**src/rtl/adc_stream_pkg.sv**
```systemverilog
// Shared types and constants for the ADC stream framer.
package adc_stream_pkg;

    typedef enum logic [2:0] {
        TX_IDLE,
        TX_LOAD,
        TX_SEND,
        TX_GUARD,
        TX_WAITB
    } tx_state_t;

    localparam logic [7:0] SYNC_BYTE = 8'hA5;
    localparam logic [7:0] CMD_RAW   = 8'h41;
    localparam logic [7:0] CMD_FILT  = 8'h46;
    localparam logic [7:0] CMD_STOP  = 8'h53;

    // Sync byte, sequence byte, two bytes per channel, checksum byte.
    function automatic int frame_len(input int num_ch);
        return 3 + 2 * num_ch;
    endfunction

endpackage

```
**src/rtl/adc_stream_framer_sync_fifo.sv**
```systemverilog
// Synchronous FIFO with registered read data and a flush that clears occupancy.
// DEPTH must be a power of two, 2 or larger.
module sync_fifo #(
    parameter int WIDTH = 32,
    parameter int DEPTH = 16
) (
    input  logic             clk,
    input  logic             rst_n,
    input  logic             push,
    input  logic [WIDTH-1:0] push_data,
    input  logic             pop,
    input  logic             flush,
    output logic [WIDTH-1:0] pop_data,
    output logic             full,
    output logic             empty
);

    localparam int AW = $clog2(DEPTH);

    logic [WIDTH-1:0] mem [DEPTH];
    logic [AW:0]      wr_ptr;
    logic [AW:0]      rd_ptr;
    logic             do_push;
    logic             do_pop;

    assign empty   = (wr_ptr == rd_ptr);
    assign full    = (wr_ptr[AW] != rd_ptr[AW]) && (wr_ptr[AW-1:0] == rd_ptr[AW-1:0]);
    assign do_pop  = pop && !empty;
    // A pop in the same cycle frees the slot a push into a full FIFO needs.
    assign do_push = push && !flush && (!full || do_pop);

    // Storage array; no reset needed since occupancy is tracked by the pointers.
    always_ff @(posedge clk) begin
        if (do_push) begin
            mem[wr_ptr[AW-1:0]] <= push_data;
        end
    end

    // Pointer update and registered read; a pop coinciding with flush still delivers its entry.
    always_ff @(posedge clk or negedge rst_n) begin
        if (!rst_n) begin
            wr_ptr   <= '0;
            rd_ptr   <= '0;
            pop_data <= '0;
        end else begin
            if (do_pop) begin
                pop_data <= mem[rd_ptr[AW-1:0]];
            end
            if (flush) begin
                wr_ptr <= '0;
                rd_ptr <= '0;
            end else begin
                if (do_push) wr_ptr <= wr_ptr + (AW+1)'(1);
                if (do_pop)  rd_ptr <= rd_ptr + (AW+1)'(1);
            end
        end
    end

endmodule

```
**src/rtl/adc_stream_framer.sv**
```systemverilog
// ADC stream framer: paces conversions, buffers raw or filtered sample vectors
// tagged with a sequence number, and sends each as a checksummed UART frame.
//
// TX state | meaning
// IDLE     | waiting for a buffered vector and a free UART
// LOAD     | vector popped into the shadow register, checksum cleared
// SEND     | current byte on tx_data, tx_act pulsed
// GUARD    | one cycle so the UART can raise tx_busy
// WAITB    | waiting for the UART to finish the byte
module adc_stream_framer
    import adc_stream_pkg::*;
#(
    parameter int NUM_CH      = 2,
    parameter int DATA_W      = 12,
    parameter int CONV_DIV    = 12500,
    parameter int FIFO_DEPTH  = 16,
    parameter int MAX_SAMPLES = 20000
) (
    input  logic                     clk,
    input  logic                     rst_n,
    input  logic [7:0]               rx_data,
    input  logic                     rx_valid,
    input  logic [NUM_CH*DATA_W-1:0] raw_data,
    input  logic                     raw_valid,
    input  logic [NUM_CH*DATA_W-1:0] filt_data,
    input  logic                     filt_valid,
    output logic                     start_conv,
    output logic [7:0]               tx_data,
    output logic                     tx_act,
    input  logic                     tx_busy,
    output logic                     sampling_active,
    output logic                     filter_mode,
    output logic [15:0]              sample_count,
    output logic [7:0]               drop_count,
    output logic                     overflow
);

    localparam int VEC_W     = NUM_CH * DATA_W;
    localparam int ENTRY_W   = 8 + VEC_W;
    localparam int FRAME_LEN = frame_len(NUM_CH);
    localparam int IDX_W     = $clog2(FRAME_LEN);
    localparam int TMR_W     = (CONV_DIV > 1) ? $clog2(CONV_DIV) : 1;
    localparam int CNT_W     = (MAX_SAMPLES > 1) ? $clog2(MAX_SAMPLES + 1) : 1;

    localparam logic [TMR_W-1:0] TMR_LAST = TMR_W'(CONV_DIV - 1);
    localparam logic [CNT_W-1:0] CNT_LAST = CNT_W'((MAX_SAMPLES > 0) ? MAX_SAMPLES - 1 : 0);
    localparam logic [IDX_W-1:0] IDX_LAST = IDX_W'(FRAME_LEN - 1);

    tx_state_t          state_q;
    tx_state_t          state_d;

    logic               run_en;
    logic [TMR_W-1:0]   conv_tmr;
    logic [7:0]         seq;
    logic [CNT_W-1:0]   pushed_cnt;

    logic               cmd_start;
    logic               cmd_stop;
    logic               sel_valid;
    logic [VEC_W-1:0]   sel_data;
    logic               accept;
    logic               drop;

    logic               fifo_push;
    logic               fifo_pop;
    logic [ENTRY_W-1:0] fifo_wdata;
    logic [ENTRY_W-1:0] fifo_rdata;
    logic               fifo_full;
    logic               fifo_empty;

    logic [ENTRY_W-1:0] shadow;
    logic [IDX_W-1:0]   byte_idx;
    logic [7:0]         csum;
    logic [7:0]         cur_byte;
    logic [15:0]        samp_pad [NUM_CH];
    logic               last_byte;
    logic               frame_done;

    assign cmd_start  = rx_valid && ((rx_data == CMD_RAW) || (rx_data == CMD_FILT));
    assign cmd_stop   = rx_valid && (rx_data == CMD_STOP);

    assign sel_valid  = filter_mode ? filt_valid : raw_valid;
    assign sel_data   = filter_mode ? filt_data  : raw_data;
    // A restart flushes the FIFO this cycle, so any vector arriving with it is discarded.
    assign accept     = run_en && sel_valid && !cmd_start;

    assign fifo_push  = accept;
    assign fifo_wdata = {seq, sel_data};
    // Only fetch a new frame when the UART is free so one tx_act is ever outstanding.
    assign fifo_pop   = (state_q == TX_IDLE) && !fifo_empty && !tx_busy;
    assign drop       = accept && fifo_full && !fifo_pop;

    assign start_conv = run_en && (conv_tmr == TMR_LAST);

    assign last_byte  = (byte_idx == IDX_LAST);
    assign frame_done = (state_q == TX_WAITB) && !tx_busy && last_byte;

    sync_fifo #(
        .WIDTH (ENTRY_W),
        .DEPTH (FIFO_DEPTH)
    ) u_fifo (
        .clk       (clk),
        .rst_n     (rst_n),
        .push      (fifo_push),
        .push_data (fifo_wdata),
        .pop       (fifo_pop),
        .flush     (cmd_start),
        .pop_data  (fifo_rdata),
        .full      (fifo_full),
        .empty     (fifo_empty)
    );

    // Run control: command decode, sequence numbering, run limit and status counters.
    always_ff @(posedge clk or negedge rst_n) begin
        if (!rst_n) begin
            run_en          <= 1'b0;
            sampling_active <= 1'b0;
            filter_mode     <= 1'b0;
            seq             <= '0;
            pushed_cnt      <= '0;
            sample_count    <= '0;
            drop_count      <= '0;
            overflow        <= 1'b0;
        end else if (cmd_start) begin
            run_en          <= 1'b1;
            sampling_active <= 1'b1;
            filter_mode     <= (rx_data == CMD_FILT);
            seq             <= '0;
            pushed_cnt      <= '0;
            sample_count    <= '0;
            drop_count      <= '0;
            overflow        <= 1'b0;
        end else begin
            if (cmd_stop) begin
                run_en <= 1'b0;
            end
            if (accept) begin
                seq <= seq + 8'd1;
                if (MAX_SAMPLES != 0) begin
                    pushed_cnt <= pushed_cnt + CNT_W'(1);
                    if (pushed_cnt == CNT_LAST) begin
                        run_en <= 1'b0;
                    end
                end
            end
            if (drop) begin
                overflow <= 1'b1;
                if (drop_count != 8'hFF) begin
                    drop_count <= drop_count + 8'd1;
                end
            end
            if (frame_done) begin
                sample_count <= sample_count + 16'd1;
            end
            // The run ends once conversions are off and the last queued frame has left.
            if (!run_en && fifo_empty && (state_q == TX_IDLE)) begin
                sampling_active <= 1'b0;
            end
        end
    end

    // Conversion pacing timer: free-runs 0..CONV_DIV-1 while the run is enabled.
    always_ff @(posedge clk or negedge rst_n) begin
        if (!rst_n) begin
            conv_tmr <= '0;
        end else if (cmd_start || !run_en || (conv_tmr == TMR_LAST)) begin
            conv_tmr <= '0;
        end else begin
            conv_tmr <= conv_tmr + TMR_W'(1);
        end
    end

    // Byte selection for the frame: sync, seq, per-channel high/low bytes, checksum.
    always_comb begin
        cur_byte = 8'h00;
        for (int c = 0; c < NUM_CH; c++) begin
            samp_pad[c] = 16'(shadow[c*DATA_W +: DATA_W]);
            if (byte_idx == IDX_W'(2 + 2*c)) cur_byte = samp_pad[c][15:8];
            if (byte_idx == IDX_W'(3 + 2*c)) cur_byte = samp_pad[c][7:0];
        end
        if (byte_idx == '0) begin
            cur_byte = SYNC_BYTE;
        end else if (byte_idx == IDX_W'(1)) begin
            cur_byte = shadow[ENTRY_W-1 -: 8];
        end else if (last_byte) begin
            cur_byte = csum;
        end
    end

    // TX state register.
    always_ff @(posedge clk or negedge rst_n) begin
        if (!rst_n) begin
            state_q <= TX_IDLE;
        end else begin
            state_q <= state_d;
        end
    end

    // TX next-state and handshake outputs.
    always_comb begin
        state_d = state_q;
        tx_act  = 1'b0;
        tx_data = 8'h00;
        case (state_q)
            TX_IDLE: begin
                if (!fifo_empty && !tx_busy) state_d = TX_LOAD;
            end
            TX_LOAD: begin
                state_d = TX_SEND;
            end
            TX_SEND: begin
                tx_act  = 1'b1;
                tx_data = cur_byte;
                state_d = TX_GUARD;
            end
            TX_GUARD: begin
                state_d = TX_WAITB;
            end
            TX_WAITB: begin
                if (!tx_busy) state_d = last_byte ? TX_IDLE : TX_SEND;
            end
            default: begin
                state_d = TX_IDLE;
            end
        endcase
    end

    // TX datapath: shadow capture, byte index and running checksum.
    always_ff @(posedge clk or negedge rst_n) begin
        if (!rst_n) begin
            shadow   <= '0;
            byte_idx <= '0;
            csum     <= '0;
        end else begin
            case (state_q)
                TX_LOAD: begin
                    shadow   <= fifo_rdata;
                    byte_idx <= '0;
                    csum     <= '0;
                end
                TX_SEND: begin
                    if ((byte_idx != '0) && !last_byte) csum <= csum ^ cur_byte;
                end
                TX_WAITB: begin
                    if (!tx_busy && !last_byte) byte_idx <= byte_idx + IDX_W'(1);
                end
                default: begin
                end
            endcase
        end
    end

endmodule

```
**config.mk**
```make
export PLATFORM = sky130hd
export DESIGN_NAME = adc_stream_framer
export DESIGN_NICKNAME = d
export VERILOG_FILES = /design/src/rtl/adc_stream_pkg.sv /design/src/rtl/adc_stream_framer_sync_fifo.sv /design/src/rtl/adc_stream_framer.sv
export SDC_FILE = /design/constraint.sdc
export NUM_CORES = 1
export LEC_CHECK = 0
export BUFFER_PORTS_ARGS = -buffer_cell sky130_fd_sc_hd__buf_2
export CORE_AREA = 8 8 433 223
export DETAILED_ROUTE_END_ITERATION = 8
export DIE_AREA = 0 0 441 231
export GPL_TIMING_DRIVEN = 0
export HOLD_SLACK_MARGIN = 0.06
export PLACE_DENSITY = 0.48
export SETUP_SLACK_MARGIN = 0.02
export SYNTH_ARGS = -nofsm -noshare
export SYNTH_HDL_FRONTEND = slang
export SYNTH_SLANG_ARGS = --single-unit
```
**constraint.sdc**
```tcl
create_clock -name clk -period 6.9 [get_ports clk]
set_input_delay 1.035 -clock clk [delete_from_list [all_inputs] [get_ports clk]]
set_output_delay 1.035 -clock clk [all_outputs]
set_load 0.02 [all_outputs]
```
==> results of run 1 <==
[per-layer routing]
layer  vias up  share of wire
met3        94          0.053
met5         -              0
li1       6648              -
met4         0          0.020
met2       356           0.44
met1      7791           0.48
[placed cells by master, fill, tap and decap left out, drive strengths merged, types with 5 or more instances in the layout]
master,instances
a211oi,6
a21oi,27
a22oi,69
a31oi,34
and3,10
buf,168
clkbuf,136
clkinv,23
dfrtp,153
edfxtp,512
ha,15
inv,22
mux2,25
mux4,128
nand2,148
nand2b,10
nand3,36
nand3b,6
nand4,9
nor2,130
nor2b,8
nor3,11
nor4,9
o211ai,6
o21a,5
o21ai,32
o31ai,5
or3,10
or4,8
xnor2,28
xor2,33
[state kept, by name, summed over array words and instances (netlist names), 14 cells and up]
register,flops
conv_tmr,14
pushed_cnt,15
shadow,32
u_fifo.mem,512
sample_count,16
u_fifo.pop_data,32
[final timing paths]
| path | slack [ps] | cells past startpoint | endpoint |
|---|---|---|---|
| setup / recovery | 2690 | 10 | tx_data[3] |
| hold / removal | 350 | 1 | conv_tmr[4] |
| setup reg to reg | 3330 | 9 | u_fifo.mem[3][11] |
| hold reg to reg | 470 | 1 | conv_tmr[0] |
| max in group asynchronous | 5630 | 2 | u_fifo.pop_data[6] |
| min in group clk | 470 | 1 | conv_tmr[0] |
[Yosys cell counts (all sizes together), types with 3 or more instances]
cell type | n | area [sq um]
edfxtp | 512 | 15400
dfrtp | 153 | 3830
nand2 | 148 | 556
nor2 | 130 | 488
mux4 | 128 | 2880
a22oi | 69 | 518
clkbuf | 48 | 184
buf | 40 | 194
nand3 | 36 | 180
a31oi | 34 | 213
xor2 | 33 | 289
o21ai | 32 | 160
xnor2 | 28 | 245
a21oi | 27 | 135
mux2 | 25 | 282
ha | 15 | 188
inv | 15 | 56.3
nor3 | 11 | 55.1
and3 | 10 | 62.6
nand2b | 10 | 62.6
or3 | 10 | 62.6
nand4 | 9 | 56.3
nor4 | 9 | 101
nor2b | 8 | 57.6
or4 | 8 | 63.8
a211oi | 6 | 57.6
nand3b | 6 | 45.0
o211ai | 6 | 45.0
o21a | 5 | 37.5
o31ai | 5 | 37.5
and2 | 4 | 25.0
mux2i | 4 | 40.0
nor3b | 3 | 22.5
[per-stage QoR]
step / power [mW] / hold WS (ps) / std cells
after global placement: 8.14 / 456 / 2909
after floorplan: 7.02 / 433 / 1611
final: 11.7 / 349 / 3061
after global routing: 12.2 / 359 / 3061
after detailed placement: 8.19 / 463 / 2939
after CTS: 11.8 / 332 / 3061
[power breakdown]
group          switching (mW)  internal (mW)  total (mW)
logic                    1.85           1.21        3.06
registers               0.311           4.69        5.00
clock network            1.61           2.00        3.61
total                    3.77           7.90        11.7
[cells by family after synthesis]
group / after synthesis / synth area share
DFF: 665 / 0.715
and+or+nand+nor: 411 / 0.0714
AOI/OAI and AO/OA: 197 / 0.0505
muxes: 157 / 0.119
buffers and inverters: 105 / 0.0165
xor gates and xnor gates: 61 / 0.0199
adders and majority gates: 15 / 0.00699
[worst max-delay path, stage by stage, from the launching register on]
cell	delay (ps)
dfrtp_1	410
buf_2	250
clkinv_1	320
ha_1	340
clkbuf_1	220
and3b_1	260
o21ai_0	80
o211ai_1	150
nand2_1	90
nor2_1	200
buf_2	240
[area by class of cell]
| cell class | count | area, sq um |
|---|---|---|
| plain buffers | 88 | 378 |
| flip-flops and latches | 665 | 19200 |
| fillers | 8568 | 58500 |
| inverters | 17 | 63.8 |
| multi-input cells | 841 | 7310 |
| well taps | 1200 | 1500 |
| clock inverters | 34 | 333 |
| clock buffers | 88 | 1820 |
| repair buffers | 128 | 978 |
==> results_tabular.tex, run 1 <==
\begin{tabular}{lr}
\hline
Metric & Value \\
\hline
\multicolumn{2}{l}{\textbf{Floorplan}} \\
\quad Core Region & 90,100 sq um \\
\quad Number of top-level design ports & 99 \\
\quad Die outline height & 231 um \\
\quad Die span in x & 441 um \\
\quad Total die area & 102,000 sq um \\
\quad Initial Utilization & 0.298 \\
\quad Total number of placement rows & 78 \\
\multicolumn{2}{l}{\textbf{Yosys}} \\
\quad Number of enable flip-flop cells after synthesis & 512 \\
\quad Async SR Flop Fraction & 0.230 \\
\quad Avg Cell Area, Syn & 16.7 sq um \\
\quad Post-synthesis sequential area ratio & 0.715 \\
\quad Mapped cell area & 26,800 sq um \\
\quad Total nets after synthesis & 1,688 \\
\quad Synth cell types & 57 \\
\quad Most instantiated flip-flop cell in the synthesis netlist & edfxtp\_1 \\
\quad Number of cells produced by synthesis & 1,611 \\
\quad Yosys reg bits & 665 \\
\quad Ys Warns & 0 \\
\multicolumn{2}{l}{\textbf{GRT}} \\
\quad Number of global-route vias before repair & 15,100 \\
\quad Maximum number of pins on one net before global-route repair & 102 \\
\quad First-pass GRT wire length & 104 mm \\
\quad Met1 capacity usage during global routing & 0.203 \\
\quad Total Routing Usage GR & 0.138 \\
\quad Initial antenna violation count & 1 \\
\quad Met3 track utilization from global routing & 0.0287 \\
\quad Global routing met2 resource utilization & 0.206 \\
\quad Total congestion overflow after global routing & 0 \\
\quad Most Crowded Layer GR & met2 \\
\multicolumn{2}{l}{\textbf{Drt}} \\
\quad Via total after detailed routing & 14,900 \\
\quad Iteration-0 DRC count of the detailed router & 1,101 \\
\quad Count of unresolved DRC violations after routing & 0 \\
\quad Average wire per standard cell & 23.2 um \\
\quad Antenna-violating nets left & 0 \\
\quad Average via count per standard cell & 4.86 \\
\quad Final wirelength & 71.0 mm \\
\quad Number of iterations in the first detailed-routing pass & 6 \\
\multicolumn{2}{l}{\textbf{Run}} \\
\quad Max-Cap Viols & 0 \\
\multicolumn{2}{l}{\textbf{Placed design}} \\
\quad Worst setup timing slack at the placement stage & 2750 ps \\
\quad Cell area after placement & 29,400 sq um \\
\quad RePlAce Congestion & 0.786 \\
\quad Post-detailed-placement half-perimeter wirelength & 47.3 mm \\
\quad Number of port buffers & 98 \\
\multicolumn{2}{l}{\textbf{Setup path}} \\
\quad Worst flop-to-flop path startpoint & filter\_mode \\
\quad Worst setup startpoint & byte\_idx[2] \\
\quad Startpoint type of the worst setup path & flip-flop \\
\quad Signal arrival time at the worst endpoint & 3170 ps \\
\quad Crit path kind & reg2out \\
\quad Required time at the worst-slack endpoint & 5860 ps \\
\quad Critical Path Sink Type & output port \\
\quad Maximum net fanout on the critical path & 10 \\
\multicolumn{2}{l}{\textbf{Clock tree}} \\
\quad Count of buffers added by post-CTS timing repair for setup & 0 \\
\quad Clock transition at path regs & 60 ps \\
\quad Root Buffer Master & clkbuf\_16 \\
\quad CTS HTree Levels & 3 \\
\quad Resized Gates After CTS & 0 \\
\quad Total number of clock tree sinks & 665 \\
\quad CTS tree & yes \\
\quad \# hold bufs at CTS & 0 \\
\quad Clock tree buffer depth & 3 \\
\quad Number of clock buffers inserted by TritonCTS & 67 \\
\quad Clock latency on the worst-skew pair & 630 ps \\
\multicolumn{2}{l}{\textbf{STA}} \\
\quad Number of setup violations in the final report & 0 \\
\quad Final period demand of the worst path & 4210 ps \\
\quad Worst-margin pin slew & 1020 ps \\
\quad Post-route clock period utilization & 0.610 \\
\quad Worst setup margin & 2690 ps \\
\quad Fmax & 238 MHz \\
\quad Max\_slew headroom & 0.321 \\
\quad Unrepaired setup endpoints after global routing & false \\
\quad Clock skew after layout & 22.5 ps \\
\quad Total Negative Setup Slacks & 0 ps \\
\quad Number of pins exceeding their max-slew limit in the final report & 0 \\
\quad Final Hold Violating Endpoints & 0 \\
\multicolumn{2}{l}{\textbf{Layout}} \\
\quad Final-stage net count & 1,885 \\
\quad Total inserted antenna cells & 0 \\
\quad Area added between synthesis and finish & 17.7\% \\
\quad Share of cells above drive strength 1 & 0.235 \\
\quad Post-route cell area & 31,600 sq um \\
\quad Final standard cell utilization of the core & 0.351 \\
\multicolumn{2}{l}{\textbf{Min path}} \\
\quad Min-delay worst type & in2async \\
\multicolumn{2}{l}{\textbf{Pwr}} \\
\quad Power per unit of standard cell area & 370 nW/um\^{}2 \\
\quad Max VDD drop & 0.000195 V \\
\quad Pleak & 11.0 nW \\
\multicolumn{2}{l}{\textbf{Run status}} \\
\quad Result of the run & completed \\
\hline
\end{tabular}
(Power assumes the default switching activity.)
==> inputs of run 2 (changes only) <==
==> constraint.sdc (replaced) <==
create_clock -name clk -period 4.4 [get_ports clk]
set_input_delay 0.66 -clock clk [delete_from_list [all_inputs] [get_ports clk]]
set_output_delay 0.66 -clock clk [all_outputs]
set_load 0.02 [all_outputs]
==> results_tabular.tex, run 2 (synthesis gave the netlist of run 1 again) <==
\begin{tabular}{lr}
\hline
Metric & Value \\
\hline
\multicolumn{2}{l}{\textbf{Setup path}} \\
\quad Critical Path Sink Type & output port \\
\quad Worst r2r dst & u\_fifo.mem[2][19] \\
\quad Total stage count of the critical path & 9 (-1) \\
\quad Worst setup startpoint & byte\_idx[2] \\
\quad Register-to-Register Setup Slack & 970 ps (-2360 ps) \\
\quad Buf+Inv Stages, Crit Path & 4 (unchanged) \\
\quad Worst flop-to-flop path startpoint & u\_fifo.rd\_ptr[2] \\
\quad Startpoint type of the worst setup path & flip-flop \\
\quad Capturing instance or port of the critical path & tx\_data[0] \\
\quad Sequence of cells on the critical path & buf\_2 > clkinv\_1 > ha\_1 > clkbuf\_1 > nand2b\_1 > a21oi\_1 > o211ai\_1 > nor2\_1 > buf\_2 \\
\quad CP most frequent cell & buf\_2 \\
\quad Maximum net fanout on the critical path & 10 (unchanged) \\
\quad Required time at the worst-slack endpoint & 3740 ps (-2120 ps) \\
\quad Logic depth of the worst register-to-register path & 8 (-1) \\
\quad Signal arrival time at the worst endpoint & 3230 ps (+60 ps) \\
\quad Peak per-stage delay on the critical path & 420 ps (about the same) \\
\quad Cell with the biggest individual delay on the critical path & dfrtp\_1 \\
\quad Crit path kind & reg2out \\
\quad CP top delay family & buffers and inverters \\
\multicolumn{2}{l}{\textbf{STA}} \\
\quad Total Negative Setup Slacks & 0 ps (unchanged) \\
\quad Unrepaired setup endpoints after global routing & false \\
\quad Worst-margin pin slew & 1340 ps (+316 ps) \\
\quad Fmax & 257 MHz \\
\quad Final period demand of the worst path & 3890 ps \\
\quad Final Hold Violating Endpoints & 0 (unchanged) \\
\quad Number of setup violations in the final report & 0 (unchanged) \\
\quad Max\_slew headroom & 0.110 (-0.211) \\
\quad Post-route clock period utilization & 0.884 \\
\quad Clock skew after layout & 23.4 ps (+0.832 ps) \\
\quad Number of pins exceeding their max-slew limit in the final report & 0 (unchanged) \\
\multicolumn{2}{l}{\textbf{Pwr}} \\
\quad Power per unit of standard cell area & 584 nW/um\^{}2 (+58\%) \\
\quad P\_sw & 5.93 mW (+57\%) \\
\quad Comb pwr share & 0.262 (about the same) \\
\quad Fraction of power consumed by sequential logic & 0.424 (-0.004) \\
\quad Clock network power share & 0.314 (+0.005) \\
\quad Max VDD drop & 0.000324 V (+66\%) \\
\quad Total power & 18.5 mW (+58\%) \\
\quad Pleak & 11.0 nW (about the same) \\
\quad Switching part of the total power & 0.320 (-0.00279) \\
\quad Internal power consumption & 12.6 mW (+59\%) \\
\multicolumn{2}{l}{\textbf{Layout}} \\
\quad Total inserted antenna cells & 0 (unchanged) \\
\quad Leading cell types in the layout, fill and taps excluded & 512 x edfxtp\_1, 153 x dfrtp\_1, 148 x nand2\_1 \\
\quad Share of cells above drive strength 1 & 0.233 (-0.00276) \\
\quad Flip-flop count of the largest register after layout & 512 (unchanged) \\
\quad Final-stage net count & 1,877 (-0.42\%) \\
\quad Number of inserted filler cells in the final layout & 8,595 (+0.32\%) \\
\quad Leading cell type in the layout, fill and taps excluded & edfxtp\_1 \\
\quad Area added between synthesis and finish & 18.1\% \\
\multicolumn{2}{l}{\textbf{Clock tree}} \\
\quad Clock tree buffer depth & 3 (unchanged) \\
\quad Resized Gates After CTS & 0 (unchanged) \\
\quad CTS tree & yes \\
\quad Number of clock buffers inserted by TritonCTS & 67 (unchanged) \\
\quad Clock latency on the worst-skew pair & 630 ps (about the same) \\
\quad Clock transition at path regs & 70 ps (about the same) \\
\quad Root Buffer Master & clkbuf\_16 \\
\quad Count of buffers added by post-CTS timing repair for setup & 0 (unchanged) \\
\quad Total number of clock tree sinks & 665 (unchanged) \\
\quad \# hold bufs at CTS & 1 (+1) \\
\quad CTS HTree Levels & 3 (unchanged) \\
\multicolumn{2}{l}{\textbf{Placed design}} \\
\quad RePlAce Congestion & 0.760 (-3.4\%) \\
\quad Number of port buffers & 98 (unchanged) \\
\quad Post-detailed-placement half-perimeter wirelength & 47.1 mm (-0.48\%) \\
\multicolumn{2}{l}{\textbf{Drt}} \\
\quad Average via count per standard cell & 4.90 (+0.79\%) \\
\quad Final wirelength & 71.2 mm (+0.33\%) \\
\quad Iteration-0 DRC count of the detailed router & 1,252 (+14\%) \\
\quad Count of unresolved DRC violations after routing & 0 (unchanged) \\
\quad Average wire per standard cell & 23.3 um (+0.59\%) \\
\quad Antenna-violating nets left & 0 (unchanged) \\
\quad Number of iterations in the first detailed-routing pass & 7 (+1) \\
\quad Via total after detailed routing & 15,000 (+0.53\%) \\
\multicolumn{2}{l}{\textbf{GRT}} \\
\quad Number of global-route vias before repair & 15,300 (+1.5\%) \\
\quad Total Routing Usage GR & 0.139 (+0.00117) \\
\quad Initial antenna violation count & 0 (-1) \\
\quad First-pass GRT wire length & 105 mm (+1.1\%) \\
\quad Maximum number of pins on one net before global-route repair & 93 (-8.8\%) \\
\quad Total congestion overflow after global routing & 0 (unchanged) \\
\multicolumn{2}{l}{\textbf{Run}} \\
\quad Max-Cap Viols & 0 (unchanged) \\
\multicolumn{2}{l}{\textbf{Floorplan}} \\
\quad Total die area & 102,000 sq um (unchanged) \\
\quad Initial Utilization & 0.298 (unchanged) \\
\quad Die outline height & 231 um (unchanged) \\
\quad Number of top-level design ports & 99 (unchanged) \\
\quad Die span in x & 441 um (unchanged) \\
\quad Core Region & 90,100 sq um (unchanged) \\
\quad Total number of placement rows & 78 (unchanged) \\
\multicolumn{2}{l}{\textbf{Min path}} \\
\quad Min-delay worst type & in2reg \\
\multicolumn{2}{l}{\textbf{Run status}} \\
\quad Result of the run & completed \\
\hline
\end{tabular}
==> run 2: cell types whose count changed in the layout (fill, tap and decap cells not counted), moves of 3 or more <==
cell	before	now
buf_16	4	9
buf_6	17	1
buf_8	1	4
clkbuf_1	60	65
clkbuf_16	67	70
clkbuf_8	6	10
clkinv_1	11	4
clkinv_8	0	3
inv_6	6	1
nor3_2	4	0
nor3_4	0	4
==> run 2: layout make-up <==
cell class | count | area [sq um] | area share
plain buffers | 88 | 378 | 0.0119
clock inverters | 22 | 274 | 0.00864
multi-input cells | 841 | 7330 | 0.231
well taps | 1200 | 1500 | 0.0474
flip-flops and latches | 665 | 19200 | 0.606
repair buffers | 120 | 983 | 0.0310
inverters | 17 | 63.8 | 0.00201
clock buffers | 100 | 1960 | 0.0620
==> run 2: through the flow <==
step                      instance area [sq um]  instances  worst slack [ps]  utilization  hold WS [ps]
after detailed placement                  29500       2930               799        0.327           452
after global placement                    28900       2909             -1570        0.320           451
final                                     31700       3053               512        0.352           291
after floorplan                           26900       1611               829            -           364
after CTS                                 31700       3053               441        0.352           243
after global routing                      31700       3053               218        0.352           283
==> run 2: worst reg2reg max path: cells and delay by family (launching register included) <==
family	cells	cell delay, ps
and+or+nand+nor	3	1230
buffers and inverters	3	910
AOI/OAI and AO/OA	1	370
DFF	1	320
xor gates and xnor gates	1	290
==> run 2: power groups by stage <==
stage	Sequential (mW)	Clock, mW	Combinational [mW]
6_report	7.84	5.82	4.84
5_1_grt	7.90	6.20	5.29
4_1_cts	7.83	5.98	4.93
3_5_place_dp	7.96	0	4.92
3_3_place_gp	7.96	0	4.82
2_1_floorplan	7.74	0	3.27
==> run 2: layer usage <==
metal  vias up  part of all wire  routed length (um)  GRT usage
met5         -                 0                   0          0
met2       343              0.45               32000      0.208
met4         0             0.022                1560     0.0360
li1       6654                 -                   -          -
met1      7885              0.48               34100      0.204
met3        86             0.049                3520     0.0290
==> run 2: worst min path at each step <==
stage                                    from          end  slack (ps)  cells after the start
after floorplan                         rst_n  byte_idx[0]         360                      0
after detailed placement  u_fifo.pop_data[21]   shadow[21]         450                      2
after global routing               rx_data[0]  filter_mode         280                      2
after CTS                          rx_data[0]  filter_mode         240                      2
after global placement            conv_tmr[0]  conv_tmr[0]         450                      1
final                              rx_data[0]  filter_mode         290                      2
==> inputs of run 3 (changes only) <==
--- a/config.mk
+++ b/config.mk
@@ -6,12 +6,12 @@
 export NUM_CORES = 1
 export LEC_CHECK = 0
 export BUFFER_PORTS_ARGS = -buffer_cell sky130_fd_sc_hd__buf_2
-export CORE_AREA = 8 8 433 223
+export CORE_AREA = 8 8 376 195
 export DETAILED_ROUTE_END_ITERATION = 8
-export DIE_AREA = 0 0 441 231
+export DIE_AREA = 0 0 384 203
 export GPL_TIMING_DRIVEN = 0
 export HOLD_SLACK_MARGIN = 0.06
-export PLACE_DENSITY = 0.48
+export PLACE_DENSITY = 0.59
 export SETUP_SLACK_MARGIN = 0.02
 export SYNTH_ARGS = -nofsm -noshare
 export SYNTH_HDL_FRONTEND = slang
==> results_tabular.tex, run 3 (synthesis gave the netlist of run 1 again) <==
\begin{tabular}{lr}
\hline
Metric & Value \\
\hline
\multicolumn{2}{l}{\textbf{Floorplan}} \\
\quad Core Region & 68,000 sq um (-25\%) \\
\quad Total die area & 78,000 sq um (-23\%) \\
\quad Total number of placement rows & 68 (-13\%) \\
\quad Number of top-level design ports & 99 (unchanged) \\
\quad Initial Utilization & 0.395 (+0.0969) \\
\quad Die outline height & 203 um (-12\%) \\
\quad Die span in x & 384 um (-13\%) \\
\multicolumn{2}{l}{\textbf{Pwr}} \\
\quad Power per unit of standard cell area & 577 nW/um\^{}2 (-1.1\%) \\
\quad Switching part of the total power & 0.324 (+0.00382) \\
\quad Clock network power share & 0.291 (-0.023) \\
\quad P\_sw & 5.83 mW (-1.6\%) \\
\quad Total power & 18.0 mW (-2.8\%) \\
\quad Internal power consumption & 12.2 mW (-3.3\%) \\
\quad Fraction of power consumed by sequential logic & 0.438 (+0.014) \\
\quad Pleak & 10.9 nW (-0.86\%) \\
\quad Comb pwr share & 0.271 (+0.009) \\
\quad Max VDD drop & 0.000320 V (-1.2\%) \\
\multicolumn{2}{l}{\textbf{Drt}} \\
\quad Final wirelength & 70.3 mm (-1.3\%) \\
\quad Average wire per standard cell & 25.6 um (+9.5\%) \\
\quad Iteration-0 DRC count of the detailed router & 1,935 (+55\%) \\
\quad Average via count per standard cell & 5.64 (+15\%) \\
\quad Met3 wire length & 6.88 mm (+95\%) \\
\quad Number of iterations in the first detailed-routing pass & 5 (-2) \\
\quad Via total after detailed routing & 15,500 (+3.7\%) \\
\quad Sum of routed wire segments on met1 & 33.2 mm (-2.8\%) \\
\quad Antenna-violating nets left & 0 (unchanged) \\
\quad Top sig layer & met4 \\
\quad Count of unresolved DRC violations after routing & 0 (unchanged) \\
\quad Met2 WL & 29.2 mm (-9.0\%) \\
\multicolumn{2}{l}{\textbf{Setup path}} \\
\quad Startpoint type of the worst setup path & flip-flop \\
\quad Critical Path Sink Type & output port \\
\quad Sequence of cells on the critical path & buf\_2 > clkinv\_1 > ha\_1 > clkbuf\_1 > and3b\_1 > o21ai\_0 > o211ai\_1 > nand2\_1 > nor2\_1 > buf\_2 \\
\quad Worst r2r dst & u\_fifo.mem[2][5] \\
\quad CP most frequent cell & buf\_2 \\
\quad CP top delay family & buffers and inverters \\
\quad Cell with the biggest individual delay on the critical path & dfrtp\_1 \\
\quad Crit path kind & reg2out \\
\quad Maximum net fanout on the critical path & 10 (unchanged) \\
\quad Required time at the worst-slack endpoint & 3740 ps (about the same) \\
\quad Peak per-stage delay on the critical path & 420 ps (about the same) \\
\quad Logic depth of the worst register-to-register path & 8 (unchanged) \\
\quad Register-to-Register Setup Slack & 720 ps (-250 ps) \\
\quad Total stage count of the critical path & 10 (+1) \\
\quad Worst flop-to-flop path startpoint & filter\_mode \\
\quad Buf+Inv Stages, Crit Path & 4 (unchanged) \\
\quad Signal arrival time at the worst endpoint & 3250 ps (+20 ps) \\
\multicolumn{2}{l}{\textbf{Min path}} \\
\quad Number of cells on the worst hold path & 2 (unchanged) \\
\quad Hold path start & rx\_data[0] \\
\quad Min-delay worst type & in2reg \\
\quad Hold Crit Endpoint & filter\_mode \\
\multicolumn{2}{l}{\textbf{Clock tree}} \\
\quad Clock transition at path regs & 70 ps (about the same) \\
\quad Clock latency on the worst-skew pair & 630 ps (about the same) \\
\quad Number of clock buffers inserted by TritonCTS & 56 (-16\%) \\
\quad CTS tree & yes \\
\quad CTS HTree Levels & 2 (-1) \\
\quad Root Buffer Master & clkbuf\_16 \\
\quad Total number of clock tree sinks & 665 (unchanged) \\
\quad Clock tree buffer depth & 3 (unchanged) \\
\multicolumn{2}{l}{\textbf{GRT}} \\
\quad Total Routing Usage GR & 0.179 (+0.0401) \\
\quad Total congestion overflow after global routing & 0 (unchanged) \\
\quad First-pass GRT wire length & 104 mm (-1.2\%) \\
\quad Maximum number of pins on one net before global-route repair & 101 (+8.6\%) \\
\quad Number of global-route vias before repair & 15,600 (+1.9\%) \\
\quad Initial antenna violation count & 0 (unchanged) \\
\multicolumn{2}{l}{\textbf{STA}} \\
\quad Worst-margin pin slew & 1200 ps (-136 ps) \\
\quad Number of setup violations in the final report & 0 (unchanged) \\
\quad Clock skew after layout & 35.0 ps (+11.6 ps) \\
\quad Unrepaired setup endpoints after global routing & false \\
\quad Post-route clock period utilization & 0.889 (+0.00553) \\
\quad Fmax & 256 MHz (-0.62\%) \\
\quad Number of pins exceeding their max-slew limit in the final report & 0 (unchanged) \\
\quad Worst setup margin & 488 ps (-24.3 ps) \\
\quad Max\_slew headroom & 0.201 (+0.0908) \\
\quad Final Hold Violating Endpoints & 0 (unchanged) \\
\quad Final period demand of the worst path & 3910 ps (+24.3 ps) \\
\multicolumn{2}{l}{\textbf{Layout}} \\
\quad Flip-flop count of the largest register after layout & 512 (unchanged) \\
\quad Final-stage net count & 1,871 (-0.32\%) \\
\quad Total inserted antenna cells & 0 (unchanged) \\
\quad Share of cells above drive strength 1 & 0.232 (-0.000783) \\
\quad Number of inserted filler cells in the final layout & 5,821 (-32\%) \\
\quad Area added between synthesis and finish & 16.2\% \\
\quad Leading cell types in the layout, fill and taps excluded & 512 x edfxtp\_1, 153 x dfrtp\_1, 148 x nand2\_1 \\
\quad Leading cell type in the layout, fill and taps excluded & edfxtp\_1 \\
\quad Final standard cell utilization of the core & 0.459 (+0.107) \\
\multicolumn{2}{l}{\textbf{Placed design}} \\
\quad RePlAce Congestion & 0.889 (+17\%) \\
\quad Number of port buffers & 98 (unchanged) \\
\quad Post-detailed-placement half-perimeter wirelength & 47.3 mm (+0.54\%) \\
\quad Worst setup timing slack at the placement stage & 704 ps (-95.8 ps) \\
\multicolumn{2}{l}{\textbf{Run status}} \\
\quad Result of the run & completed \\
\multicolumn{2}{l}{\textbf{Run}} \\
\quad Max-Cap Viols & 0 (unchanged) \\
\hline
\end{tabular}
-- run 3: cell types whose count changed in the layout (fill, tap and decap cells not counted), sizes merged --
cell / delta
clkbuf: -32
buf: +5
bufinv: +5
clkinv: +5
clkinvlp: +4
inv: +2
-- run 3: what timing repair did --
action | 4_1_cts | 5_1_grt
setup buffers | 0 | 0
hold endpoints to repair | 53 | 0
hold buffers | 1 | 0
resized for setup | 0 | 0
-- run 3: final cells by class --
cell class                      count  area [sq um]  area share
Buffer                             88           378      0.0121
Clock buffer                       68          1480      0.0474
Clock inverter                     38           445      0.0143
Inverter                           17          63.8     0.00205
Multi-Input combinational cell    841          7330       0.235
Sequential cell                   665         19200       0.616
Tap cell                          910          1140      0.0365
Timing Repair Buffer              125          1140      0.0366
-- run 3: metal layers --
layer	up-vias	global-route usage
met2	644	0.250
met4	0	0.0325
met1	8159	0.282
li1	6638	-
met3	86	0.0444
met5	-	0
-- run 3: how the worst max path moves through the flow --
stage	endpoint	slack (ps)	start
6_report	tx_data[1]	490	byte_idx[2]
5_1_grt	tx_data[3]	260	byte_idx[2]
4_1_cts	tx_data[3]	450	byte_idx[2]
3_5_place_dp	u_fifo.mem[3][5]	700	filter_mode
3_3_place_gp	u_fifo.mem[5][20]	-1540	tx_busy
2_1_floorplan	u_fifo.mem[4][0]	830	tx_busy
-- run 3: stage by stage --
stage / std cells / area [sq um] / setup TNS (ps) / hold WS (ps)
CTS: 2752 / 31200 / 0 / 235
finish: 2752 / 31200 / 0 / 263
global placement: 2619 / 28500 / -663410 / 448
detailed placement: 2645 / 29200 / 0 / 461
floorplan: 1611 / 26900 / 0 / 364
global route: 2752 / 31200 / 0 / 261
-- run 3: power by group through the flow --
stage / Combinational (mW) / Sequential (mW) / Clock [mW]
5_1_grt: 5.29 / 7.92 / 5.59
3_5_place_dp: 4.87 / 7.97 / 0
3_3_place_gp: 4.72 / 7.95 / 0
2_1_floorplan: 3.27 / 7.74 / 0
4_1_cts: 4.89 / 7.84 / 5.34
6_report: 4.88 / 7.87 / 5.24
-- run 3: worst register-to-register path, delay by kind of cell, from the launching register on --
kind / cells / cell delay (ps)
AOI/OAI and AO/OA: 1 / 400
and+or+nand+nor: 3 / 1420
buffers and inverters: 3 / 900
muxes: 1 / 320
DFF: 1 / 340
